### src/rtl/uart_pkg.sv
// Shared types and helpers for the parametrised UART transmitter:
// FSM state encoding, data_bits codes and the parity function.
package uart_pkg;

    typedef enum logic [2:0] {
        S_IDLE,
        S_START,
        S_DATA,
        S_PARITY,
        S_STOP
    } state_e;

    localparam logic [1:0] DB_5 = 2'b00;
    localparam logic [1:0] DB_6 = 2'b01;
    localparam logic [1:0] DB_7 = 2'b10;
    localparam logic [1:0] DB_8 = 2'b11;

    function automatic logic [3:0] nbits_of(input logic [1:0] code);
        logic [3:0] n;
        case (code)
            DB_5:    n = 4'd5;
            DB_6:    n = 4'd6;
            DB_7:    n = 4'd7;
            DB_8:    n = 4'd8;
            default: n = 4'd8;
        endcase
        return n;
    endfunction

    // XOR over the bits actually sent; odd parity is the inverse.
    function automatic logic parity(input logic [7:0] data, input logic [1:0] nbits,
                                    input logic odd);
        logic p;
        p = odd;
        for (int i = 0; i < 8; i++) begin
            if (i < int'(nbits_of(nbits))) p = p ^ data[i];
        end
        return p;
    endfunction

endpackage

### src/rtl/uart_sync_fifo.sv
// Synchronous FIFO; pointers carry an extra wrap bit so full/empty/count
// fall out of pointer arithmetic.
module uart_sync_fifo
    import uart_pkg::*;
#(
    parameter int DATA_W = 8,
    parameter int DEPTH  = 4
) (
    input  logic                      clk_i,
    input  logic                      rst_i,
    input  logic                      wr_en_i,
    input  logic [DATA_W-1:0]         wr_data_i,
    input  logic                      rd_en_i,
    output logic [DATA_W-1:0]         rd_data_o,
    output logic                      full_o,
    output logic                      empty_o,
    output logic [$clog2(DEPTH):0]    count_o
);
    localparam int AW = $clog2(DEPTH);

    logic [DATA_W-1:0] mem_q [DEPTH];
    logic [AW:0]       wptr_q, rptr_q;
    logic              wr_fire, rd_fire;

    assign full_o    = (wptr_q[AW] != rptr_q[AW]) && (wptr_q[AW-1:0] == rptr_q[AW-1:0]);
    assign empty_o   = (wptr_q == rptr_q);
    assign count_o   = wptr_q - rptr_q;
    assign rd_data_o = mem_q[rptr_q[AW-1:0]];
    assign wr_fire   = wr_en_i && !full_o;
    assign rd_fire   = rd_en_i && !empty_o;

    always_ff @(posedge clk_i) begin
        if (rst_i) begin
            wptr_q <= '0;
            rptr_q <= '0;
        end else begin
            if (wr_fire) wptr_q <= wptr_q + 1'b1;
            if (rd_fire) rptr_q <= rptr_q + 1'b1;
        end
    end

    always_ff @(posedge clk_i) begin
        if (wr_fire) mem_q[wptr_q[AW-1:0]] <= wr_data_i;
    end

endmodule

### src/rtl/uart_tx_fifo_param.sv
// UART transmitter with runtime baud divisor, 5-8 data bits, optional
// parity, 1/2 stop bits, fed from a small TX FIFO.
module uart_tx_fifo_param
    import uart_pkg::*;
#(
    parameter int DIV_W  = 16,
    parameter int DATA_W = 8,
    parameter int DEPTH  = 4
) (
    input  logic                   clk_i,
    input  logic                   rst_i,
    input  logic [DIV_W-1:0]       baud_div_i,
    input  logic [1:0]             data_bits_i,
    input  logic                   parity_en_i,
    input  logic                   parity_odd_i,
    input  logic                   stop2_i,
    input  logic                   tx_en_i,
    input  logic                   wr_valid_i,
    input  logic [DATA_W-1:0]      wr_data_i,
    output logic                   wr_ready_o,
    output logic [$clog2(DEPTH):0] fifo_count_o,
    output logic                   tx_o,
    output logic                   busy_o,
    output logic                   done_o
);
    logic              empty, full, pop, load, cnt_zero;
    logic [DATA_W-1:0] rd_data;
    logic [2:0]        last_bit;

    state_e            state_q, state_d;
    logic [DIV_W-1:0]  cnt_q, cnt_d, div_q, div_d;
    logic [2:0]        bit_q, bit_d;
    logic [1:0]        db_q, db_d;
    logic              par_en_q, par_en_d, par_q, par_d, stop_left_q, stop_left_d;
    logic [DATA_W-1:0] sh_q, sh_d;
    logic              tx_q, tx_d, busy_q, busy_d, done_q, done_d;

    uart_sync_fifo #(.DATA_W(DATA_W), .DEPTH(DEPTH)) u_fifo (
        .clk_i     (clk_i),
        .rst_i     (rst_i),
        .wr_en_i   (wr_valid_i),
        .wr_data_i (wr_data_i),
        .rd_en_i   (pop),
        .rd_data_o (rd_data),
        .full_o    (full),
        .empty_o   (empty),
        .count_o   (fifo_count_o)
    );

    assign wr_ready_o = !full;
    assign tx_o       = tx_q;
    assign busy_o     = busy_q;
    assign done_o     = done_q;
    assign cnt_zero   = (cnt_q == '0);
    assign last_bit   = 3'(nbits_of(db_q) - 4'd1);

    always_comb begin
        state_d     = state_q;
        cnt_d       = cnt_q;
        div_d       = div_q;
        bit_d       = bit_q;
        db_d        = db_q;
        par_en_d    = par_en_q;
        par_d       = par_q;
        stop_left_d = stop_left_q;
        sh_d        = sh_q;
        tx_d        = tx_q;
        busy_d      = busy_q;
        done_d      = 1'b0;
        load        = 1'b0;
        pop         = 1'b0;
        if (state_q != S_IDLE && !cnt_zero) cnt_d = cnt_q - 1'b1;
        case (state_q)
            S_IDLE: load = tx_en_i && !empty;
            S_START: if (cnt_zero) begin
                state_d = S_DATA;
                cnt_d   = div_q;
                bit_d   = '0;
                tx_d    = sh_q[0];
                sh_d    = sh_q >> 1;
            end
            S_DATA: if (cnt_zero) begin
                cnt_d = div_q;
                if (bit_q == last_bit) begin
                    state_d = par_en_q ? S_PARITY : S_STOP;
                    tx_d    = par_en_q ? par_q : 1'b1;
                end else begin
                    bit_d = bit_q + 1'b1;
                    tx_d  = sh_q[0];
                    sh_d  = sh_q >> 1;
                end
            end
            S_PARITY: if (cnt_zero) begin
                state_d = S_STOP;
                cnt_d   = div_q;
                tx_d    = 1'b1;
            end
            S_STOP: if (cnt_zero) begin
                if (stop_left_q) begin
                    stop_left_d = 1'b0;
                    cnt_d       = div_q;
                end else begin
                    done_d = 1'b1;
                    load   = tx_en_i && !empty;
                    if (!load) begin
                        state_d = S_IDLE;
                        busy_d  = 1'b0;
                    end
                end
            end
            default: state_d = S_IDLE;
        endcase
        // Frame start: config is snapshotted so mid-frame changes are ignored.
        if (load) begin
            pop         = 1'b1;
            state_d     = S_START;
            cnt_d       = baud_div_i;
            div_d       = baud_div_i;
            db_d        = data_bits_i;
            par_en_d    = parity_en_i;
            par_d       = parity(rd_data[7:0], data_bits_i, parity_odd_i);
            stop_left_d = stop2_i;
            sh_d        = rd_data;
            tx_d        = 1'b0;
            busy_d      = 1'b1;
        end
    end

    always_ff @(posedge clk_i) begin
        if (rst_i) begin
            state_q     <= S_IDLE;
            cnt_q       <= '0;
            div_q       <= '0;
            bit_q       <= '0;
            db_q        <= DB_8;
            par_en_q    <= 1'b0;
            par_q       <= 1'b0;
            stop_left_q <= 1'b0;
            sh_q        <= '0;
            tx_q        <= 1'b1;
            busy_q      <= 1'b0;
            done_q      <= 1'b0;
        end else begin
            state_q     <= state_d;
            cnt_q       <= cnt_d;
            div_q       <= div_d;
            bit_q       <= bit_d;
            db_q        <= db_d;
            par_en_q    <= par_en_d;
            par_q       <= par_d;
            stop_left_q <= stop_left_d;
            sh_q        <= sh_d;
            tx_q        <= tx_d;
            busy_q      <= busy_d;
            done_q      <= done_d;
        end
    end

endmodule

### config.mk
export PLATFORM = sky130hd
export DESIGN_NAME = uart_tx_fifo_param
export DESIGN_NICKNAME = d
export VERILOG_FILES = /design/src/rtl/uart_pkg.sv /design/src/rtl/uart_sync_fifo.sv /design/src/rtl/uart_tx_fifo_param.sv
export SDC_FILE = /design/constraint.sdc
export NUM_CORES = 1
export LEC_CHECK = 0
export BUFFER_PORTS_ARGS = -buffer_cell sky130_fd_sc_hd__buf_2
export CAP_MARGIN = 30
export CORE_ASPECT_RATIO = 2
export CORE_MARGIN = 5
export CORE_UTILIZATION = 60
export CTS_CLUSTER_SIZE = 25
export DETAILED_ROUTE_END_ITERATION = 16
export PLACE_DENSITY = 0.8
export SLEW_MARGIN = 10
export SYNTH_ARGS = -nofsm -noshare
export SYNTH_HDL_FRONTEND = slang
export SYNTH_HIERARCHICAL = 1
export SYNTH_SLANG_ARGS = --single-unit
### constraint.sdc
create_clock -name clk_i -period 3.3 [get_ports clk_i]
set_clock_uncertainty 0.2 [all_clocks]
set_input_delay 0.66 -clock clk_i [delete_from_list [all_inputs] [get_ports clk_i]]
set_output_delay 0.66 -clock clk_i [all_outputs]
set_load 0.005 [all_outputs]
==> results of run 1 <==
## registers in the layout (all words and copies together), names as in the netlist, 2 cells and up, named ones only
| register | flops |
|---|---|
| u_fifo/mem_q | 32 |
| cnt_q | 16 |
| div_q | 16 |
| sh_q | 8 |
| bit_q | 3 |
| state_q | 3 |
| u_fifo/rptr_q | 3 |
| u_fifo/wptr_q | 3 |
| db_q | 2 |
## final timing paths
| kind | end | slack [ns] | depth (start not counted) |
|---|---|---|---|
| min reg2reg | div_q[11] | 0.28 | 2 |
| min | div_q[11] | 0.28 | 2 |
| max | sh_q[1] | 0.31 | 7 |
| max reg2reg | sh_q[1] | 0.31 | 7 |
## cell families (layout without fill, tap and decap cells)
family | count (synthesis) | count (layout) | share of synthesized area
buffers and inverters | 56 | 91 | 0.0509
AOI/OAI and AO/OA | 115 | 115 | 0.165
xor gates and xnor gates | 26 | 26 | 0.0483
adders and majority gates | 14 | 14 | 0.0387
and+or+nand+nor | 157 | 157 | 0.190
DFF | 94 | 94 | 0.467
muxes | 9 | 9 | 0.0406
## layout by cell type (no fill, tap or decap), drive strengths merged, types with 10 or more instances in the layout
master,instances
inv,25
edfxtp,32
ha,13
dfxtp,62
buf,51
nor2,14
xnor2,17
nand3,46
a21oi,37
o211ai,16
o21ai,23
nor3,12
clkbuf,10
nand2,34
## cell type report
class                      instances  area [sq um]  area share
multi-input combinational        321          2280       0.433
clock buffer                      10           229      0.0435
inverter                          24          90.1      0.0171
timing repair buffer              51           285      0.0542
clock inverter                     6          60.1      0.0114
tap                               94           118      0.0224
sequential                        94          2200       0.419
## power by group through the flow
stage | Combinational [mW] | Sequential [mW] | Clock (mW)
2_1_floorplan | 1.31 | 1.61 | 0
3_3_place_gp | 1.59 | 1.69 | 0
3_5_place_dp | 1.65 | 1.71 | 0
4_1_cts | 1.66 | 1.69 | 1.03
5_1_grt | 1.83 | 1.72 | 1.07
6_report | 1.67 | 1.69 | 1.02
## layer usage
layer / track usage / vias to the layer above / routed length (microns)
met5: 0 / - / 0
met4: 0.146 / 0 / 480
met3: 0.0446 / 39 / 456
met2: 0.436 / 115 / 6270
met1: 0.248 / 1856 / 4030
li1: - / 1814 / -
## metrics by stage
| stage | util | hold WS [ns] | total power [mW] | setup slack [ns] | area, sq um |
|---|---|---|---|---|---|
| finish | 0.687 | 0.281 | 4.38 | 0.313 | 5260 |
| global route | 0.687 | 0.307 | 4.62 | 0.148 | 5260 |
| CTS | 0.687 | 0.281 | 4.39 | 0.393 | 5260 |
| detailed placement | 0.649 | 0.258 | 3.36 | 0.430 | 4970 |
| global placement | 0.649 | 0.252 | 3.28 | 0.563 | 4970 |
| floorplan | - | 0.236 | 2.91 | 0.472 | 4720 |
## worst max-delay path: cells and delay by family (launching register included)
family          cells  cell delay (ns)
compound gates      3             1.29
simple gates        2             0.79
flops               1             0.34
fa+ha+maj           1             0.23
buf+inv             1             0.07
==> summary.md, run 1 <==
| Metric | Value |
|---|---|
| Status | completed |
| Hold_buf cts | 0 |
| Psw | 1.64 mW |
| Hold Crit Class | reg -> reg |
| CP startpoint | cnt_q[0] |
| Count leader, synth | dfxtp_1 |
| Maximum VDD drop | 514 uV |
| Area of the mapped netlist | 4720 sq um |
| Max Clk Rate | 0.335 GHz |
| Initial Util | 0.616 |
| Worst Hold Launch | div_q[11] |
| CTS max path bufs | 2 |
| Worst Max-Slew Pin Slew | 0.716 ns |
| Clock power share | 0.233 |
| Die area | 9840 sq um |
| Initial antenna violation count | 0 |
| NumNets Final | 548 |
| Post-synth ARST share | 0 |
| Area fraction of the dominant cell type after synthesis | 0.263 |
| Final hold violations | 0 |
| Slew Limit Fails | 0 |
| Final TNS setup | 0 ns |
| Post-route insts no fill | 600 |
| # setup viols final | 0 |
| Worst-path clk slew | 0.06 ns |
| Largest net degree at the start of global routing | 35 |
| Drt total wl | 11200 microns |
| Power per cell area | 833 nW/um^2 |
| Yosys top cell by area | dfxtp_1 |
| Core Rows | 45 |
| Gates resized, CTS repair | 0 |
| Htree depth | 3 |
| CTS Root Buffer Type | clkbuf_16 |
| Switching part of the total | 0.375 |
| Iteration-0 DRC Markers | 332 |
| CP Data Required Time | 3.39 ns |
| Arrival time at the worst endpoint | 3.07 ns |
| Slew headroom | 0.523 |
| Mean post-synth cell area | 10.0 sq um |
| Number of remaining DRC errors | 0 |
| First-pass GRT wire length | 18300 microns |
| Post-synth EDFFs | 32 |
| Kind of critical path | reg -> reg |
| CP Max Fanout | 17 |
| Startpoint types | flip-flop |
| Max Cap Violations | 0 |
| Area Overhead vs Synth | 11.5% |
| Antenna cell count | 0 |
| Clk sinks | 94 |
| #FFs+latches synth | 94 |
| Synth Flop Type | dfxtp_1 |
| Yosys warns | 6 |
| Vias in the first global route | 3932 |
| Netlist cell types | 69 |
| Worst path cell trace | inv_1, ha_1, nor4b_2, nand4_2, o21a_1, o21ai_2, o221a_2 |
| Total Routing Usage GR | 0.241 |
| Slowest CP cell | o21a_1 |
| # IOs | 40 |
| Number of buffers created by CTS | 9 |
| Die H | 135 microns |
| Vias after detailed routing | 3824 |
| TritonCTS clock tree | built |
| Clk Latency, worst-skew pair | 0.35 ns |
| Gp weighted congestion | 0.868 |
| Syn Inst Count | 471 |
| Leak pwr | 1.86 nW |
| Cells after DPL | 584 |
| Combinational Power Share | 0.381 |
| Core area | 7660 sq um |
| Critical Path Max Stage Delay | 0.59 ns |
| RSZ-0062 raised after global routing | no |
| Vias per inst | 6.37 |
| Detailed placer's ending HPWL | 8000 microns |
| # port buffers | 39 |
| GR Overflow Total | 0 |
| Die W | 72.7 microns |
| Ranking of synthesized cells by area | dfxtp_1, edfxtp_1, nand3_1 |
| R2R Path Start | cnt_q[0] |
| Postcts setup bufs | 0 |
| Syn_nets | 518 |
| Post-DRT Antenna Nets | 0 |
| Post-DR wirelength/cell | 18.7 microns |
| 1st-pass router iterations | 5 |
| Fillers | 592 |
| Layout cells sized above 1 | 0.186 |
| Reg power frac | 0.386 |
| Period utilization | 0.905 |
| CP Capture Type | flip-flop |
| Synth top cells by count | dfxtp_1, nand3_1, a21oi_1, nand2_1, edfxtp_1 |
| Int Pwr | 2.74 mW |
| Seq/Total Area, Yosys | 0.467 |
| Minimum clock period | 2.99 ns |
Power figures use the tool's default switching activity.
==> run 2: changes to the inputs <==
- CORE_ASPECT_RATIO: 2 -> 0.7
- CORE_MARGIN: 5 -> 10
==> summary.md, run 2 (synthesis gave the netlist of run 1 again) <==
| Metric | Value |
|---|---|
| Status | completed (unchanged) |
| Startpoint types | flip-flop (unchanged) |
| Slew Limit Fails | 0 (unchanged) |
| Most frequent cells in the layout | dfxtp_1, nand3_1, buf_2, a21oi_1, nand2_1 (unchanged) |
| Minimum clock period | 2.77 ns (was 2.99 ns) |
| # setup viols final | 0 (unchanged) |
| Die H | 94.2 microns (was 135 microns) |
| TritonCTS clock tree | built (unchanged) |
| # port buffers | 39 (unchanged) |
| Initial antenna violation count | 0 (unchanged) |
| Period utilization | 0.839 (was 0.905) |
| Maximum VDD drop | 480 uV (was 514 uV) |
| Arrival time at the worst endpoint | 2.77 ns (was 3.07 ns) |
| Top delay family on crit path | compound AO/OA/AOI/OAI gates (unchanged) |
| Clk sinks | 94 (unchanged) |
| Die area | 11900 sq um (was 9840 sq um) |
| Total Routing Usage GR | 0.194 (was 0.241) |
| Worst Max-Slew Pin Slew | 0.813 ns (was 0.716 ns) |
| Critical Path Max Stage Delay | 0.58 ns (was 0.59 ns) |
| Power per cell area | 827 nW/um^2 (was 833 nW/um^2) |
| Leak pwr | 1.84 nW (was 1.86 nW) |
| Gp weighted congestion | 0.878 (was 0.868) |
| Vias after detailed routing | 3826 (was 3824) |
| # IOs | 40 (unchanged) |
| Hold Crit Class | reg -> reg (unchanged) |
| Buf+Inv Stages, Crit Path | 1 (unchanged) |
| First-pass GRT wire length | 19000 microns (was 18300 microns) |
| Vias per inst | 6.34 (was 6.37) |
| Area Overhead vs Synth | 11.1% (was 11.5%) |
| Largest register FFs | 32 (unchanged) |
| Max Cap Violations | 0 (unchanged) |
| Postcts setup bufs | 0 (unchanged) |
| Drt total wl | 11200 microns (about the same) |
| RSZ-0062 raised after global routing | no (unchanged) |
| Worst path cell trace | inv_1, ha_1, nor4b_2, and4_2, a21oi_1, o21ai_2, o211ai_1 (was inv_1, ha_1, nor4b_2, nand4_2, o21a_1, o21ai_2, o221a_2) |
| Max Clk Rate | 0.361 GHz (was 0.335 GHz) |
| Fillers | 569 (was 592) |
| Die W | 126 microns (was 72.7 microns) |
| Final hold violations | 0 (unchanged) |
| CP Capture Type | flip-flop (unchanged) |
| Kind of critical path | reg -> reg (unchanged) |
| Post-Layout Inst Area | 5240 sq um (was 5260 sq um) |
| Core Rows | 26 (was 45) |
| Worst-path clk slew | 0.07 ns (was 0.06 ns) |
| CTS Root Buffer Type | clkbuf_16 (unchanged) |
| Largest net degree at the start of global routing | 34 (was 35) |
| Iteration-0 DRC Markers | 531 (was 332) |
| Post-DR wirelength/cell | 18.6 microns (was 18.7 microns) |
| Detailed placer's ending HPWL | 7820 microns (was 8000 microns) |
| CTS max path bufs | 2 (unchanged) |
| Vias in the first global route | 3679 (was 3932) |
| Post-DRT Antenna Nets | 0 (unchanged) |
| Antenna cell count | 0 (unchanged) |
| Number of buffers created by CTS | 9 (unchanged) |
| Layout cells sized above 1 | 0.188 (was 0.186) |
| 1st-pass router iterations | 5 (unchanged) |
| Most common cell after layout, fill and taps aside | dfxtp_1 (unchanged) |
| NumNets Final | 547 (was 548) |
| Dpl cell area | 4970 sq um (about the same) |
| Gates resized, CTS repair | 0 (unchanged) |
| Hold_buf cts | 0 (unchanged) |
| CP Max Fanout | 15 (was 17) |
| CP Data Required Time | 3.30 ns (was 3.39 ns) |
| GR Overflow Total | 0 (unchanged) |
| Slew headroom | 0.458 (was 0.523) |
| Core area | 7480 sq um (was 7660 sq um) |
| Final TNS setup | 0 ns (unchanged) |
| Initial Util | 0.631 (was 0.616) |
| Slowest CP cell | o21ai_2 (was o21a_1) |
| Number of remaining DRC errors | 0 (unchanged) |
| Clk Latency, worst-skew pair | 0.35 ns (about the same) |
| Htree depth | 3 (unchanged) |
==> run 2: cell count changes in the layout (fill, tap and decap cells not counted), sizes merged <==
cell / change
clkinv: -3
clkinvlp: +3
buf: -1
bufinv: -1
inv: +1
==> run 2: worst reg2reg max path, delay by kind of cell, from the launching register on <==
kind | cells | cell delay [ns]
AO/OA/AOI/OAI | 3 | 0.91
adder cells (fa/ha/maj) | 1 | 0.25
buffers and inverters | 1 | 0.06
flip-flops | 1 | 0.33
AND/OR/NAND/NOR | 2 | 0.87
==> run 2: layout make-up <==
| class | instances | area, sq um | share of cell area |
|---|---|---|---|
| clock buffers | 10 | 229 | 0.0437 |
| inverters | 24 | 90.1 | 0.0172 |
| flip-flops and latches | 94 | 2200 | 0.420 |
| well taps | 98 | 123 | 0.0234 |
| repair buffers | 50 | 278 | 0.0530 |
| clock inverters | 6 | 46.3 | 0.00883 |
| multi-input cells | 321 | 2280 | 0.434 |
==> run 2: final timing paths <==
check             slack [ns]  depth (start not counted)       end  startpoint
setup / recovery        0.53                          7  cnt_q[5]    cnt_q[0]
setup reg to reg        0.53                          7  cnt_q[5]    cnt_q[0]
hold reg to reg         0.27                          2    busy_o      busy_o
hold / removal          0.27                          2    busy_o      busy_o
==> run 2: metal layers <==
layer | track usage | wire, microns | vias up | share of wire
li1 | - | - | 1809 | -
met4 | 0.0529 | 182 | 0 | 0.016
met3 | 0.0474 | 842 | 17 | 0.075
met2 | 0.291 | 4900 | 169 | 0.44
met1 | 0.271 | 5290 | 1831 | 0.47
met5 | 0 | 0 | - | 0
==> run 2: through the flow <==
step	util	setup WS, ns	hold slack [ns]	cells	power (mW)
2_1_floorplan	-	0.472	0.236	471	2.91
3_3_place_gp	0.664	0.718	0.251	587	3.28
3_5_place_dp	0.664	0.593	0.262	587	3.35
4_1_cts	0.701	0.535	0.274	603	4.33
5_1_grt	0.701	0.357	0.282	603	4.61
6_report	0.701	0.532	0.267	603	4.34
==> run 2: report_power, final <==
group / switching [mW] / total [mW] / internal (mW) / leakage (nW)
sequential: 0.221 / 1.68 / 1.46 / 0.801
combinational: 0.986 / 1.69 / 0.702 / 0.910
clock: 0.452 / 0.968 / 0.515 / 0.126
total: 1.66 / 4.34 / 2.68 / 1.84
